===== src/rtl/int_ctrl_pkg.sv =====
// ============================================================================
// Module  : int_ctrl_pkg
// Brief   : Shared state encoding and defaults for the interrupt controller.
// Revision: 1.0 - initial release
// ============================================================================
`default_nettype none

package int_ctrl_pkg;

  localparam int c_NUM_SRC_DEFAULT = 4;

  typedef enum logic [2:0] {
    ST_IDLE   = 3'd0,
    ST_REQ_N  = 3'd1,
    ST_SVC_N  = 3'd2,
    ST_REQ_FN = 3'd3,
    ST_REQ_F  = 3'd4,
    ST_SVC_F  = 3'd5,
    ST_SVC_FN = 3'd6
  } state_t;

endpackage

`default_nettype wire


===== src/rtl/int_ctrl_prio_enc.sv =====
// ============================================================================
// Module  : int_ctrl_prio_enc
// Brief   : Lowest-index-first priority encoder with valid flag.
// Revision: 1.0 - initial release
// ============================================================================
`default_nettype none

module int_ctrl_prio_enc #(
  parameter int NUM_SRC = 4,
  parameter int IDX_W   = $clog2(NUM_SRC)
) (
  input  logic [NUM_SRC-1:0] i_req,
  output logic               o_valid,
  output logic [IDX_W-1:0]   o_idx
);

  assign o_valid = |i_req;

  // Scan downward so the lowest set index is the last one written.
  always_comb begin
    o_idx = '0;
    for (int i = NUM_SRC - 1; i >= 0; i--) begin
      if (i_req[i]) o_idx = IDX_W'(i);
    end
  end

endmodule

`default_nettype wire


===== src/rtl/int_ctrl.sv =====
// ============================================================================
// Module  : int_ctrl
// Brief   : Two-class interrupt controller with one level of fast-over-normal nesting.
// Revision: 1.0 - initial release
// ============================================================================
`default_nettype none

module int_ctrl
  import int_ctrl_pkg::*;
#(
  parameter int NUM_SRC = c_NUM_SRC_DEFAULT,
  parameter int IDX_W   = $clog2(NUM_SRC)
) (
  input  logic               Clk,
  input  logic               Reset,
  input  logic [NUM_SRC-1:0] intr_req,
  input  logic [NUM_SRC-1:0] fintr_req,
  input  logic               int_en,
  input  logic               cpu_ack,
  input  logic               cpu_iret,
  output logic               cpu_intr,
  output logic               cpu_fintr,
  output logic [IDX_W-1:0]   int_vec,
  output logic [NUM_SRC-1:0] int_ack,
  output logic [NUM_SRC-1:0] io_enable
);

  state_t               r_state, w_next;
  logic [IDX_W-1:0]     r_vec, w_vec_d;
  logic [IDX_W-1:0]     r_saved, w_saved_d;
  logic [NUM_SRC-1:0]   r_ack, w_ack_d;

  logic                 w_f_valid, w_n_valid;
  logic [IDX_W-1:0]     w_f_idx, w_n_idx;
  logic [NUM_SRC-1:0]   w_vec_oh, w_saved_oh;

  int_ctrl_prio_enc #(.NUM_SRC(NUM_SRC), .IDX_W(IDX_W)) u_enc_fast (
    .i_req   (fintr_req),
    .o_valid (w_f_valid),
    .o_idx   (w_f_idx)
  );

  int_ctrl_prio_enc #(.NUM_SRC(NUM_SRC), .IDX_W(IDX_W)) u_enc_norm (
    .i_req   (intr_req),
    .o_valid (w_n_valid),
    .o_idx   (w_n_idx)
  );

  assign w_vec_oh   = {{(NUM_SRC-1){1'b0}}, 1'b1} << r_vec;
  assign w_saved_oh = {{(NUM_SRC-1){1'b0}}, 1'b1} << r_saved;

  always_ff @(posedge Clk) begin
    if (Reset) begin
      r_state <= ST_IDLE;
      r_vec   <= '0;
      r_saved <= '0;
      r_ack   <= '0;
    end else begin
      r_state <= w_next;
      r_vec   <= w_vec_d;
      r_saved <= w_saved_d;
      r_ack   <= w_ack_d;
    end
  end

  // cpu_ack is only meaningful in REQ_*; checking it first there makes ack win over iret.
  always_comb begin
    w_next    = r_state;
    w_vec_d   = r_vec;
    w_saved_d = r_saved;
    w_ack_d   = '0;
    case (r_state)
      ST_IDLE: begin
        if (int_en && w_f_valid) begin
          w_next  = ST_REQ_F;
          w_vec_d = w_f_idx;
        end else if (int_en && w_n_valid) begin
          w_next  = ST_REQ_N;
          w_vec_d = w_n_idx;
        end
      end
      ST_REQ_N: begin
        if (cpu_ack) begin
          w_next  = ST_SVC_N;
          w_ack_d = w_vec_oh;
        end
      end
      ST_REQ_F: begin
        if (cpu_ack) begin
          w_next  = ST_SVC_F;
          w_ack_d = w_vec_oh;
        end
      end
      ST_SVC_N: begin
        if (cpu_iret) begin
          w_next = ST_IDLE;
        end else if (int_en && w_f_valid) begin
          w_next    = ST_REQ_FN;
          w_saved_d = r_vec;
          w_vec_d   = w_f_idx;
        end
      end
      ST_REQ_FN: begin
        if (cpu_ack) begin
          w_next  = ST_SVC_FN;
          w_ack_d = w_vec_oh;
        end else if (cpu_iret) begin
          w_next = ST_REQ_F;
        end
      end
      ST_SVC_F: begin
        if (cpu_iret) w_next = ST_IDLE;
      end
      ST_SVC_FN: begin
        if (cpu_iret) begin
          w_next  = ST_SVC_N;
          w_vec_d = r_saved;
        end
      end
      default: w_next = ST_IDLE;
    endcase
  end

  // While the fast request waits over a normal ISR, the normal source keeps its enable.
  always_comb begin
    io_enable = '0;
    case (r_state)
      ST_SVC_N, ST_SVC_F, ST_SVC_FN: io_enable = w_vec_oh;
      ST_REQ_FN:                     io_enable = w_saved_oh;
      default:                       io_enable = '0;
    endcase
  end

  assign cpu_intr  = (r_state == ST_REQ_N);
  assign cpu_fintr = (r_state == ST_REQ_F) || (r_state == ST_REQ_FN);
  assign int_vec   = r_vec;
  assign int_ack   = r_ack;

endmodule

`default_nettype wire


===== config.mk =====
export PLATFORM = sky130hd
export DESIGN_NAME = int_ctrl
export DESIGN_NICKNAME = d
export VERILOG_FILES = /design/src/rtl/int_ctrl_pkg.sv /design/src/rtl/int_ctrl_prio_enc.sv /design/src/rtl/int_ctrl.sv
export SDC_FILE = /design/constraint.sdc
export NUM_CORES = 1
export LEC_CHECK = 0
export ABC_AREA = 1
export ABC_CLOCK_PERIOD_IN_PS = 3400
export CAP_MARGIN = 20
export CORE_MARGIN = 5
export CORE_UTILIZATION = 36
export DETAILED_ROUTE_END_ITERATION = 8
export PLACE_DENSITY = 0.72
export SLEW_MARGIN = 20
export SYNTH_ARGS = -nofsm -noshare
export SYNTH_HDL_FRONTEND = slang
export SYNTH_HIERARCHICAL = 1
export SYNTH_SLANG_ARGS = --single-unit

===== constraint.sdc =====
create_clock -name Clk -period 3.4 [get_ports Clk]
set_input_delay 0.68 -clock Clk [delete_from_list [all_inputs] [get_ports Clk]]
set_output_delay 0.68 -clock Clk [all_outputs]
set_load 0.05 [all_outputs]

; Yosys cells after proc, flatten, opt, wreduce, memory -nomap -nowiden
; Cells that the tools add are included.
[word_totals]
elab_cells = 63
register_bits = 11
inputBits = 13
out_inout_bits = 12
[op_classes]
reduce_logical = 13
n_eq_ne = 15
muxes = 26
bitwise = 3
shifts = 2
[ops]
columns = operator, count
row1 = $mux 3, 10
row2 = $mux 2, 13
row3 = $pmux 3 s7, 1
row4 = $ne 2x2->1 const B, 6
row5 = $eq 3x3->1 const B, 3
row6 = $ne 3x3->1 const B, 3
row7 = $reduce_or 3->1, 3
row8 = $pmux 4 s2, 1
row9 = $reduce_or 4->1, 2
row10 = $shl 1x2->4 const A, 2
row11 = $reduce_and 7->1, 1
row12 = $eq 3x2->1 const B, 2
row13 = $pmux 2 s3, 1
row14 = $reduce_and 5->1, 1
row15 = $eq 3x1->1 const B, 1
row16 = $logic_not 3->1, 1
row17 = $not 1->1, 3
row18 = $reduce_and 3->1, 1
row19 = $reduce_bool 3->1, 1
row20 = $logic_and 1x1->1, 2
row21 = $logic_or 1x1->1, 1

; Depth between registers and ports, before layout
[depth]
depth_word = 7
depth_mapped = 11
depth_no_buf = 11

; Hierarchy
; The synthesis kept the hierarchy.
[modules_own_cells]
columns = module, area_per_inst_um2, cells_per_inst, n_inst, seq_area_each_um2
row1 = int_ctrl, 857.1, 137, 1, 220.2
row2 = int_ctrl_prio_enc, 46.3, 9, 2, 0.0

; Worst setup path after synthesis
; OpenSTA, ideal clock, no wires.
[synth_timing]
path_kind = register to output
startpoint = register r_vec[0] (netlist: int_vec[0])
endpoint = output port io_enable[3]
required_time_ns = 2.720
setup_slack_ns = 1.115
arrival_ns = 1.605
path_stages_with_launch = 3
path_buffers = 0
path_cell_list = dfxtp_1 > nand2_1 > o22ai_1
[synth_between]
elab_chain_cells = 2
[synth_rtl]
columns = element, line
row1 = start: declaration, int_ctrl.sv:29  ; logic [IDX_W-1:0] r_vec, w_vec_d;
row2 = start signal: assignment, int_ctrl.sv:60  ; r_vec <= w_vec_d;
row3 = $shl 1x2->4, int_ctrl.sv:49  ; assign w_vec_oh = {{(NUM_SRC-1){1'b0}}, 1'b1} << r_vec;
row4 = $pmux 4 s2, int_ctrl.sv:127  ; case (r_state)
row5 = end: declaration, int_ctrl.sv:25  ; output logic [NUM_SRC-1:0] io_enable
; Every way passes these cells.

; Worst setup path after layout
[layout_timing]
startpoint = register r_state[1]
endpoint = output port io_enable[0]
[layout_between]
elab_chain_cells = 3
word_cells_on_any_way = 6
cone_classes = eq/ne: 4 / mux: 1 / reduce/logical: 1
[layout_rtl]
columns = element, line
row1 = start: declaration, int_ctrl.sv:28  ; state_t r_state, w_next;
row2 = start signal: assignment, int_ctrl.sv:59  ; r_state <= w_next;
row3 = $eq 3x2->1 or $eq 3x3->1 (tied branches), int_ctrl.sv:127
row4 = $reduce_or 3->1, int_ctrl.sv:127
row5 = $pmux 4 s2 (*), int_ctrl.sv:127
; Every way passes the cells marked *; elsewhere a longest branch is shown, timed or not.

==> flow_metrics.py <==
metrics = {
    "clocking": {
        "h-tree-depth": 1,
        "cts.path.max_buffers": 2,
        "clock-sinks": 11,
        "cts_tree": "built",
        "path_clk_slew_ps": 70,
        "hold_buffers": 0,
        "clkLatencyLatePin_ps": 260,
        "clockRootBuffer": "clkbuf_4",
        "cts_setup_buffers": 0,
        "ctsResizeCount": 0,
        "cts_made_buffers": 3,
    },
    "timing": {
        "rsz0062_at_grt": "false",
        "fmax_ghz": 0.327,
        "setup_violations": 0,
        "clock_skew_ps": 1.92,
        "tns_ps": 0,
        "layout_setup_ws_ps": 342,
        "tightest_slew_ps": 615,
        "period_needed_ps": 3060,
        "drv_slew": 0,
        "fin_crit_sh_pct": 89.9,
        "relSlewSlack_pct": 59.0,
        "hold_viol": 0,
    },
    "grt": {
        "grt.overflow.total": 0,
        "grt_antenna_before_repair": 0,
        "grt_use_total_pct": 15.0,
        "grt_start_max_net_pins": 15,
        "grt_pass1_vias": 1040,
        "grt_pass1_wl_um": 4230,
    },
    "route": {
        "drt-initial-drc-count": 40,
        "drc_errors": 0,
        "routed_wl_um": 2470,
        "routed-via-count": 1077,
        "wl_per_cell_um": 11.7,
        "drt_pre_antenna_iters": 4,
        "drtAntennaViolNets": 0,
        "avgViaCountPerCell": 5.13,
    },
    "worst_setup_path": {
        "cp_top_family": "buffers and inverters",
        "crit_required_ps": 2720,
        "crit_type": "reg -> out",
        "worstPathCellList": "inv_2, nor2_4, nand2_1, o22ai_1, clkdlybuf4s50_1",
        "cp.arrival_ps": 2380,
        "end_kind": "output pin",
        "path_buf_inv": 2,
        "cp-start-kind": "register",
        "crit_fanout": 14,
        "cpPeakStageDelay_ps": 830,
        "cpMaxStageDelayCell": "clkdlybuf4s50_1",
    },
    "power": {
        "powerDensity_mw_per_mm2": 887,
        "ir_worst_vdd_uv": 611,
        "p_total_mw": 1.09,
        "p_leak_nw": 0.542,
    },
    "yosys": {
        "synth_top_area_share_pct": 23.2,
        "yosysMostFrequentCell": "nand2_1",
        "ys_async_sr_fraction_pct": 0,
        "synth_edf_count": 0,
        "synth_seq_cells": 11,
        "ys.flop_type": "dfxtp_1",
        "syn_inst": 155,
        "synthTopCellsByCount": "nand2_1 (42), nor2_1 (24), inv_1 (14)",
        "avgSynthCellArea_um2": 6.13,
        "yosys.area.top_type": "dfxtp_1",
        "yosysWarnings": 6,
        "seq_area_frac_synth_pct": 23.2,
        "syn_nets": 168,
        "synthesis.area_um2": 950,
        "ys_types": 23,
        "synth_area_leaders": "dfxtp_1 (23%), nand2_1 (17%), nor2_1 (9.5%)",
    },
    "die": {
        "fp.dieW_um": 61.4,
        "start_util_pct": 38.0,
        "dieArea_mm2": 0.00377,
        "coreArea_mm2": 0.00250,
        "ios": 25,
        "core.rowCount": 18,
        "die_y_um": 61.4,
    },
    "hold_path": {
        "hold_path.class": "reg -> reg",
    },
    "cells_and_area": {
        "area_growth_syn_to_layout_pct": 28.9,
        "nFillCells": 266,
        "num_antenna_cells": 0,
        "nets": 194,
        "drive_above_1_share_pct": 18.9,
        "ff_latch_area_um2": 220,
        "multi_input_area_um2": 612,
    },
    "placement": {
        "gp_congestion": 0.907,
        "place_hpwl_um": 2070,
        "dp_slack_ps": 645,
        "port-buffer-count": 24,
    },
    "run_status": {
        "status": "finished, final reports clean",
    },
    "job": {
        "max-cap-violations": 0,
    },
}
-- registers in the layout, summed over array words and instances, names as in the netlist --
name,cells
int_ack,4
r_state,3
int_vec,2
r_saved,2
-- placed cells by master (no fill, tap or decap), types with 4 or more instances in the layout --
cell type        synthesis  layout
inv_2                    7       7
inv_1                   14      14
nand4_1                  6       6
a21oi_2                  4       4
o21ai_0                  4       4
dfxtp_1                 11      11
nand2_2                  4       4
nor2_2                   7       7
nand3_1                  7       7
o22ai_1                  4       4
nand2_1                 42      42
nor2_1                  24      24
clkdlybuf4s50_1          0      24
-- tightest hold or removal path: cells and delay by family, from the launching register on --
family	cells	cell delay [ps]
AOI/OAI and AO/OA	1	60
buffers and inverters	1	80
DFF	1	330
-- metal layers --
metal	global-route usage [%]	wire length, um	up-vias
li1	-	-	552
met1	18.6	1070	488
met5	0	0	-
met2	25.5	1250	35
met4	6.06	16	0
met3	2.73	134	2
-- cells by family (layout without fill, tap and decap cells) --
| logic type | Yosys count | count (layout) | synth area share [%] |
|---|---|---|---|
| AOI/OAI and AO/OA | 22 | 22 | 14.9 |
| buffers and inverters | 25 | 50 | 12.4 |
| DFF | 11 | 11 | 23.2 |
| and+or+nand+nor | 97 | 97 | 49.5 |
-- power breakdown --
group / switching (mW) / internal (mW) / leakage (nW)
logic: 0.492 / 0.251 / 0.437
registers: 0.0896 / 0.166 / 0.0900
clock network: 0.0417 / 0.0453 / 0.0150
total: 0.623 / 0.462 / 0.542
-- per-stage QoR --
stage / std cells / util (%) / hold slack [ps] / cell area [um2]
2_1_floorplan: 155 / - / 457 / 950
3_3_place_gp: 206 / 47.9 / 493 / 1200
3_5_place_dp: 206 / 47.9 / 509 / 1200
4_1_cts: 210 / 48.9 / 520 / 1220
5_1_grt: 210 / 48.9 / 547 / 1220
6_report: 210 / 48.9 / 521 / 1220
-- cell type report --
type	count	share of cell area [%]
Sequential cell	11	18.0
Multi-Input combinational cell	119	50.0
Tap cell	30	3.07
Timing Repair Buffer	24	19.6
Clock buffer	4	2.15
Inverter	22	7.16
-- final timing paths --
path,startpoint,cells past startpoint,slack (ps),to
min reg2reg,r_saved[0],2,520,r_saved[0]
min,r_saved[0],2,520,r_saved[0]
max reg2reg,r_state[1],9,1760,r_state[1]
max,r_state[1],5,340,io_enable[0]
No activity file was read; power rests on OpenSTA's default activity.
